[src/rtl/seg7_scan_driver.sv]
// seg7_scan_driver
//   Multiplexes four BCD digits onto a 4-digit 7-segment display with a
//   colon and leading-zero blanking. A small view FSM selects between the
//   live count and the captured lap time.
//
// Ports
//   clk, rst          : clock, asynchronous active-high reset
//   cnt_* (4b x4)     : live count digits (BCD)
//   lap_* (4b x4)     : lap digits (BCD)
//   lap_valid         : one-cycle pulse, new lap captured
//   show_sel          : level, forces the lap view while high
//   running           : level, enables colon blink
//   seg[6:0]          : segments {g,f,e,d,c,b,a}
//   dp                : colon, lit on the ls_hr slot only
//   an[3:0]           : one-hot digit enable, an[3]=ms_hr ... an[0]=ls_min
//   showing_lap       : current frame displays lap digits
//
// Handshake: there is no valid/ready pair here; lap_valid is a single-cycle
// event sampled on every clock, and all other inputs are levels.
//
// Scan order is 3,2,1,0; the tick that moves the index to 3 is the frame
// start. Inputs are snapshotted at that tick so a frame never tears.
module seg7_scan_driver #(
  parameter int SCAN_DIV     = 100000,
  parameter int LAP_SHOW     = 250,
  parameter int BLINK_FRAMES = 125,
  parameter bit ACTIVE_LOW   = 1'b1,
  parameter bit BLANK_LZ     = 1'b1
) (
  input  logic       clk,
  input  logic       rst,
  input  logic [3:0] cnt_ms_hr,
  input  logic [3:0] cnt_ls_hr,
  input  logic [3:0] cnt_ms_min,
  input  logic [3:0] cnt_ls_min,
  input  logic [3:0] lap_ms_hr,
  input  logic [3:0] lap_ls_hr,
  input  logic [3:0] lap_ms_min,
  input  logic [3:0] lap_ls_min,
  input  logic       lap_valid,
  input  logic       show_sel,
  input  logic       running,
  output logic [6:0] seg,
  output logic       dp,
  output logic [3:0] an,
  output logic       showing_lap
);

  localparam int PW = $clog2(SCAN_DIV);
  localparam int FW = $clog2(LAP_SHOW + 1);
  localparam int BW = (BLINK_FRAMES > 1) ? $clog2(BLINK_FRAMES) : 1;

  localparam logic [6:0] SEG_POL = ACTIVE_LOW ? 7'h7F : 7'h00;
  localparam logic [3:0] AN_POL  = ACTIVE_LOW ? 4'hF : 4'h0;
  localparam logic       DP_POL  = ACTIVE_LOW;

  typedef enum logic [1:0] {
    SHOW_CNT = 2'd0,
    SHOW_LAP = 2'd1,
    LAP_HOLD = 2'd2
  } view_t;

  view_t           view_q, view_d;
  logic [FW-1:0]   fcnt_q, fcnt_d;
  logic [PW-1:0]   pre_q;
  logic [1:0]      idx_q, idx_n;
  logic            tick, frame_start;
  logic [15:0]     snap_cnt_q, snap_lap_q;
  logic            src_lap_q, run_snap_q, phase_q;
  logic [BW-1:0]   bcnt_q;
  logic [15:0]     live_cnt, live_lap, frame_digits;
  logic            src_lap_n;
  logic [3:0]      cur_dig;
  logic [6:0]      seg_on;
  logic            dp_on;
  logic [3:0]      an_on;

  function automatic logic [6:0] decode(input logic [3:0] d);
    case (d)
      4'd0:    decode = 7'h3F;
      4'd1:    decode = 7'h06;
      4'd2:    decode = 7'h5B;
      4'd3:    decode = 7'h4F;
      4'd4:    decode = 7'h66;
      4'd5:    decode = 7'h6D;
      4'd6:    decode = 7'h7D;
      4'd7:    decode = 7'h07;
      4'd8:    decode = 7'h7F;
      4'd9:    decode = 7'h6F;
      default: decode = 7'h40;  // non-BCD code shows a dash
    endcase
  endfunction

  assign tick        = (pre_q == PW'(SCAN_DIV - 1));
  assign frame_start = tick && (idx_q == 2'd0);
  assign idx_n       = idx_q - 2'd1;  // 0 -> 3 -> 2 -> 1 -> 0
  assign live_cnt    = {cnt_ms_hr, cnt_ls_hr, cnt_ms_min, cnt_ls_min};
  assign live_lap    = {lap_ms_hr, lap_ls_hr, lap_ms_min, lap_ls_min};

  // View FSM: transitions happen in the event cycle; the display source
  // follows view_q only at frame start.
  always_comb begin
    view_d = view_q;
    fcnt_d = fcnt_q;
    case (view_q)
      SHOW_CNT: begin
        if (show_sel) begin
          view_d = LAP_HOLD;
        end else if (lap_valid) begin
          view_d = SHOW_LAP;
          fcnt_d = FW'(LAP_SHOW);
        end
      end
      SHOW_LAP: begin
        if (show_sel) begin
          view_d = LAP_HOLD;
        end else if (lap_valid) begin
          fcnt_d = FW'(LAP_SHOW);
        end else if (frame_start) begin
          if (fcnt_q <= FW'(1)) begin
            view_d = SHOW_CNT;
            fcnt_d = '0;
          end else begin
            fcnt_d = fcnt_q - FW'(1);
          end
        end
      end
      LAP_HOLD: begin
        fcnt_d = '0;
        if (!show_sel) view_d = SHOW_CNT;
      end
      default: begin
        view_d = SHOW_CNT;
        fcnt_d = '0;
      end
    endcase
  end

  // At frame start the new snapshot is not yet registered, so the first
  // slot decodes straight from the live inputs that are being captured.
  always_comb begin
    src_lap_n    = frame_start ? (view_q != SHOW_CNT) : src_lap_q;
    frame_digits = frame_start ? (src_lap_n ? live_lap : live_cnt)
                               : (src_lap_q ? snap_lap_q : snap_cnt_q);
    cur_dig      = frame_digits[{idx_n, 2'b00} +: 4];
    if (BLANK_LZ && (idx_n == 2'd3) && (cur_dig == 4'd0)) begin
      seg_on = 7'h00;
    end else begin
      seg_on = decode(cur_dig);
    end
    // The ls_hr slot always follows a frame start, so the run/phase
    // registers already hold this frame's values.
    dp_on = (idx_n == 2'd2) && (!run_snap_q || phase_q);
    an_on = 4'b0001 << idx_n;
  end

  always_ff @(posedge clk or posedge rst) begin
    if (rst) begin
      view_q      <= SHOW_CNT;
      fcnt_q      <= '0;
      pre_q       <= '0;
      idx_q       <= 2'd0;
      snap_cnt_q  <= '0;
      snap_lap_q  <= '0;
      src_lap_q   <= 1'b0;
      run_snap_q  <= 1'b0;
      phase_q     <= 1'b1;
      bcnt_q      <= '0;
      seg         <= SEG_POL;
      an          <= AN_POL;
      dp          <= DP_POL;
      showing_lap <= 1'b0;
    end else begin
      view_q <= view_d;
      fcnt_q <= fcnt_d;
      pre_q  <= tick ? '0 : pre_q + PW'(1);
      if (tick) begin
        idx_q <= idx_n;
        seg   <= seg_on ^ SEG_POL;
        an    <= an_on ^ AN_POL;
        dp    <= dp_on ^ DP_POL;
      end
      if (frame_start) begin
        snap_cnt_q  <= live_cnt;
        snap_lap_q  <= live_lap;
        src_lap_q   <= src_lap_n;
        showing_lap <= src_lap_n;
        run_snap_q  <= running;
        if (!running) begin
          phase_q <= 1'b1;
          bcnt_q  <= '0;
        end else if (bcnt_q == BW'(BLINK_FRAMES - 1)) begin
          phase_q <= ~phase_q;
          bcnt_q  <= '0;
        end else begin
          bcnt_q <= bcnt_q + BW'(1);
        end
      end
    end
  end

endmodule
[config.mk]
export PLATFORM = sky130hd
export DESIGN_NAME = seg7_scan_driver
export DESIGN_NICKNAME = d
export VERILOG_FILES = /design/src/rtl/seg7_scan_driver.sv
export SDC_FILE = /design/constraint.sdc
export NUM_CORES = 1
export LEC_CHECK = 0
export BUFFER_PORTS_ARGS = -buffer_cell sky130_fd_sc_hd__buf_2
export CAP_MARGIN = 10
export CORE_MARGIN = 2
export CORE_UTILIZATION = 32
export CTS_CLUSTER_SIZE = 24
export DETAILED_ROUTE_END_ITERATION = 12
export HOLD_SLACK_MARGIN = 0.02
export REMOVE_ABC_BUFFERS = 1
export SKIP_CTS_REPAIR_TIMING = 1
export SYNTH_ARGS = -nofsm -noshare
export SYNTH_HDL_FRONTEND = slang
export SYNTH_SLANG_ARGS = --single-unit
[constraint.sdc]
create_clock -name clk -period 3.9 [get_ports clk]
set_input_delay 0.78 -clock clk [delete_from_list [all_inputs] [get_ports clk]]
set_output_delay 0.78 -clock clk [all_outputs]
set_load 0.01 [all_outputs]
After elaboration in Yosys (flattened, before gate mapping)
Memory sizes are Yosys's and may differ from the RTL's.
Cells that the tools add are included.
- flip-flop bits (word level): 83
- bits in read-only memories: 112
- input bits: 37
- output and inout bits: 13
- logic and storage cells: 78
- memories kept: 1
- memories (name ; depth ; bits a word ; rd ports ; clocked after memory_dff ; wr ports ; RTL line ; source):
    (no name shown) ; 16 ; 7 ; 1 ; 0 ; 0 ; 79 ; case (d)
- $add $sub $neg: 4
- order comparisons: 1
- equality and inequality tests: 16
- shifts and indexed selects: 2
- muxes and demuxes: 25
- bitwise gates (word level): 4
- reductions and logical operators: 12
- operator list (kind ; number):
    2-to-1 mux 16 bit ; 3
    2-to-1 mux 8 bit ; 6
    2-to-1 mux 7 bit ; 3
    adder 17 x 1 -> 17 bit, second input constant ; 1
    == test 17 bit, second input constant ; 1
    2-to-1 mux 17 bit ; 1
    one-hot mux 8 bit (2 select lines) ; 1
    variable part select 16 x 5 -> 4 bit ; 1
    inequality test 3 bit, second input constant ; 5
    2-to-1 mux 2 bit ; 7
    <= comparator 8 x 1 -> 1 bit, second input constant ; 1
    inequality test 2 bit, second input constant ; 4
    subtractor 8 x 1 -> 8 bit, second input constant ; 1
    adder 7 x 1 -> 7 bit, second input constant ; 1
    == test 7 bit, second input constant ; 1
    NOT 7 bit ; 1
    == test 2 bit, second input constant ; 3
    one-hot mux 2 bit (3 select lines) ; 1
    AND reduction 5 bit ; 1
    logical NOT 2 bit ; 2
    logical NOT 4 bit ; 1
    NOT 4 bit ; 1
    AND reduction 4 bit ; 1
    << shifter 1 x 2 -> 4 bit, first input constant ; 1
    10 further kinds ; 15

Depth between registers and ports, before layout
- word-level depth: 10
- gate-level depth with buffers: 15
- depth with buffers taken out: 13

Least setup slack after synthesis
Ideal clock, no wire load.
- path type: register to register
- from: register pre_q[0]
- to: register seg[2]
- setup time: 0.077 ns
- arrival: 3.018 ns
- required time: 3.823 ns
- slack: 0.805 ns
- cell stages (with the launch flop): 15
- buffers on the path: 2
- period minus slack after synthesis: 3.095 ns
- path through: dfrtp_1 > ha_1 > and4_1 > and4_4 > and2_1 > buf_4 > a211oi_1 > a211oi_1 > or4_1 > buf_2 > inv_1 > ha_1 > a21oi_1 > or3_1 > a31oi_1
- word-level cells in the longest chain between the ends: 10
- elaborated cells between the ends (all ways): 11
- those cells by class: 1 x eq/ne; 1 x shift; 4 x mux; 1 x bitwise; 3 x reduce/logical; 1 x memory
- ends and longest elaborated chain (element ; RTL line ; source):
    from (decl) ; 65 ; logic [PW-1:0] pre_q;
    from (signal assigned) ; 176 ; pre_q <= tick ? '0 : pre_q + PW'(1);
    == test 17 bit (*) ; 94 ; assign tick = (pre_q == PW'(SCAN_DIV - 1));
    branches (longest 9 deep; another with memory read (16 x 7 bit)) ; - ;
    to (signal assigned) ; 179 ; seg <= seg_on ^ SEG_POL;
    to (decl) ; 43 ; output logic [6:0] seg,
Every way passes the cells marked *.
A chain may end at the register's enable or synchronous reset.

Final worst setup path
- from: register idx_q[0]
- to: register seg[2]
- elaborated cells between the ends (all ways): 13
- those cells by class: 1 x add/sub; 1 x eq/ne; 1 x shift; 4 x mux; 1 x bitwise; 4 x reduce/logical; 1 x memory
- RTL lines (element ; RTL line ; source):
    from (decl) ; 66 ; logic [1:0] idx_q, idx_n;
    from (signal assigned) ; 178 ; idx_q <= idx_n;
    subtractor 2 x 1 -> 2 bit (*) ; 96 ; assign idx_n = idx_q - 2'd1;
    via idx_n[0] ; 66 ;
    branches (longest 3 deep; another with memory read (16 x 7 bit)) ; - ;
    2-to-1 mux 7 bit (*) ; 146 ; if (BLANK_LZ && (idx_n == 2'd3) && (cur_dig == 4'd0)) begin
    NOT 7 bit (no source line) (*) ; - ;
Mark *: on every way through the listed nets, which the timed path passes.

==> flow_summary.yaml <==
placed_design:
  dp_hpwl_um: 7290
  place_congestion: 0.885
  dp.cells: 711
  io_buffers: 49
  post-place-ws_ps: 507
route:
  viasPerCell: 5.03
  final_antenna_net_count: 0
  drt-total-wl_um: 10200
  drtPass1Iterations: 4
  drcViolationCount: 0
  avgRoutedWirePerCell_um: 14.0
  drtIter0Drc: 186
  num_vias: 3655
timing:
  finClkSkew_ps: 7.09
  hold_violations: 0
  min_period_ps: 3430
  finalCritPeriodShare: 0.880
  grt_setup_unrepaired: "no"
  maxSlewViolCount: 0
  worst_slew_pin_slew_ps: 719
  setup_tns_ps: 0
  final.setup.worst_slack_ps: 467
  maxSlewHeadroom: 0.508
  fmax_ghz: 0.291
  setup_viol: 0
floorplan:
  dieArea_um2: 15100
  die_y_um: 123
  core_area_um2: 13800
  dieWidth_um: 123
  initial_core_util: 0.326
  num_rows: 43
  io_pins: 50
power:
  max-vdd-ir-drop_mv: 0.229
  p_leak_nw: 2.28
  powerDensity_nw_per_um2: 380
synthesis:
  synth_top_cell_area_share: 0.388
  ys.flop_type: "dfrtp_1"
  synth_cell_types: 56
  netlist_area_um2: 4510
  synthesis.instances: 495
  ys_warn_count: 0
  synth_edf_count: 0
  synthArstFlopShare: 1.00
  synth_area_leaders: "dfrtp_1, nand2_1, dfstp_2"
  synth_seq_area_share: 0.464
  yosys_register_bits: 83
  yosysTopAreaCell: "dfrtp_1"
  avgSynthCellArea_um2: 9.12
layout:
  seq_area_um2: 2090
  fin_cells: 727
  syn2layout_area_growth_pct: 17.6
  final_cell_mix: "nand2_1, dfrtp_1, buf_2"
  fillers: 1366
  layout_commonest_cell: "nand2_1"
  num_antenna_cells: 0
  layout.nets: 594
  multi_input_area_um2: 2270
  postLayoutCoreUtil: 0.384
  drive_gt1_frac: 0.192
worst_setup_path:
  slowest_delay_ps: 570
  critical_path_class: "reg -> reg"
  worstSetupStartpointType: "flop"
  worstPathCellList: "inv_1 -> ha_1 -> and2_2 -> buf_4 -> a211oi_1 -> a211oi_1 -> or4_1 -> inv_1 -> ha_1 -> a21oi_1 -> or3_1 -> a31oi_1"
  r2r_end: "seg[2]$_DFFE_PP1N_"
  end_kind: "flop"
  r2r.worst_path.cells: 12
  critPathTopFamily: "simple AND/OR/NAND/NOR gates"
  path_buf_inv: 3
  arrival_ps: 3700
  slowest_stage: "or4_1"
  rrSetupSlack_ps: 470
  critPathRequiredTime_ps: 4170
  reg2reg_from: "idx_q[0]$_DFFE_PP0N_"
  path_max_fanout: 14
global_routing:
  overflow: 0
  grt_pass1_vias: 3690
  grt.total_usage: 0.147
  grt_max_degree: 42
  grt_pass1_wl_um: 17400
  antenna_found_initial: 0
cts:
  clkTransAtPathRegs_ps: 60
  cts_sinks: 83
  numCtsBuffers: 9
  clock_path_buffers: 2
  cts_tree: "done"
  cts-root-buf: "clkbuf_16"
  htreeDepth: 3
  clkLatencyLatePin_ps: 340
job:
  cap_violations: 0
hold_path:
  hp-class: "in -> async"
outcome:
  outcome: "finished, final reports clean"
## sequential cells by signal, indices dropped and copies added (netlist names), 2 cells and up
name / cells
view_q: 2
snap_cnt_q: 16
seg: 7
fcnt_q: 8
an: 4
idx_q: 2
bcnt_q: 7
pre_q: 17
snap_lap_q: 16
## report_power, final
group | internal [W] | total (W) | switching (W)
clock network | 0.000677 | 0.00101 | 0.000338
registers | 0.000874 | 0.000889 | 0.0000151
logic | 0.0000447 | 0.000112 | 0.0000675
## worst max-delay path by stage
stage | startpoint | end | cells past startpoint
after floorplan | pre_q[0]$_DFF_PP0_ | seg[2]$_DFFE_PP1N_ | 12
after global placement | pre_q[0]$_DFF_PP0_ | seg[2]$_DFFE_PP1N_ | 13
after detailed placement | pre_q[0]$_DFF_PP0_ | seg[2]$_DFFE_PP1N_ | 13
after CTS | idx_q[0]$_DFFE_PP0N_ | seg[2]$_DFFE_PP1N_ | 12
after global routing | idx_q[0]$_DFFE_PP0N_ | seg[3]$_DFFE_PP1N_ | 13
final | idx_q[0]$_DFFE_PP0N_ | seg[2]$_DFFE_PP1N_ | 12
## cells in the mapped netlist (2+ instances only)
library cell,n
nor3_1,6
a21boi_0,2
nor2_1,27
mux4_2,4
a221oi_1,2
nand4_1,7
mux2i_1,20
a22o_1,4
dfrtp_1,70
ha_1,15
and4_1,3
and2_1,2
nor4bb_1,2
inv_1,12
dfstp_2,13
nor4_1,3
nand2b_1,2
buf_2,4
a21oi_1,14
nand2_1,139
nor2b_1,9
mux2_2,2
a211oi_1,8
xor2_1,7
a2111oi_0,2
clkbuf_1,14
o21bai_1,2
xnor2_1,7
or3_1,4
o31ai_1,6
nand3_1,15
buf_6,2
o21ai_0,38
o22ai_1,2
a31oi_1,5
## area by class of cell
| type | count | share of cell area |
|---|---|---|
| Multi-Input combinational cell | 378 | 0.428 |
| Sequential cell | 83 | 0.394 |
| Timing Repair Buffer | 58 | 0.0589 |
| Clock buffer | 12 | 0.0502 |
| Tap cell | 180 | 0.0424 |
| Clock inverter | 4 | 0.0179 |
| Inverter | 12 | 0.00872 |
## logic make-up (layout without fill, tap and decap cells)
logic type	after synthesis	after routing	synth area share
XOR/XNOR	14	14	0.0272
buffers and inverters	34	86	0.0335
AO/OA/AOI/OAI	91	91	0.125
flip-flops	83	83	0.464
AND/OR/NAND/NOR	231	231	0.235
multiplexers	27	27	0.0743
adder cells (fa/ha/maj)	15	15	0.0416
## routing by layer
| layer | part of all wire | global-route usage | wire length, µm | up-vias |
|---|---|---|---|---|
| met4 | 0.013 | 0.0460 | 129 | 0 |
| met3 | 0.046 | 0.0418 | 471 | 12 |
| li1 | - | - | - | 1799 |
| met1 | 0.49 | 0.197 | 4970 | 1775 |
| met2 | 0.45 | 0.229 | 4590 | 69 |
| met5 | 0 | 0 | 0 | - |
## per-stage QoR
stage | hold WS [ps] | area (µm²) | power [W]
after floorplan | 431 | 4410 | 0.000968
after global placement | 445 | 4950 | 0.00102
after detailed placement | 449 | 4950 | 0.00102
after CTS | 397 | 5310 | 0.00204
after global routing | 411 | 5310 | 0.00209
final | 385 | 5310 | 0.00202
Power figures use the tool's default switching activity.
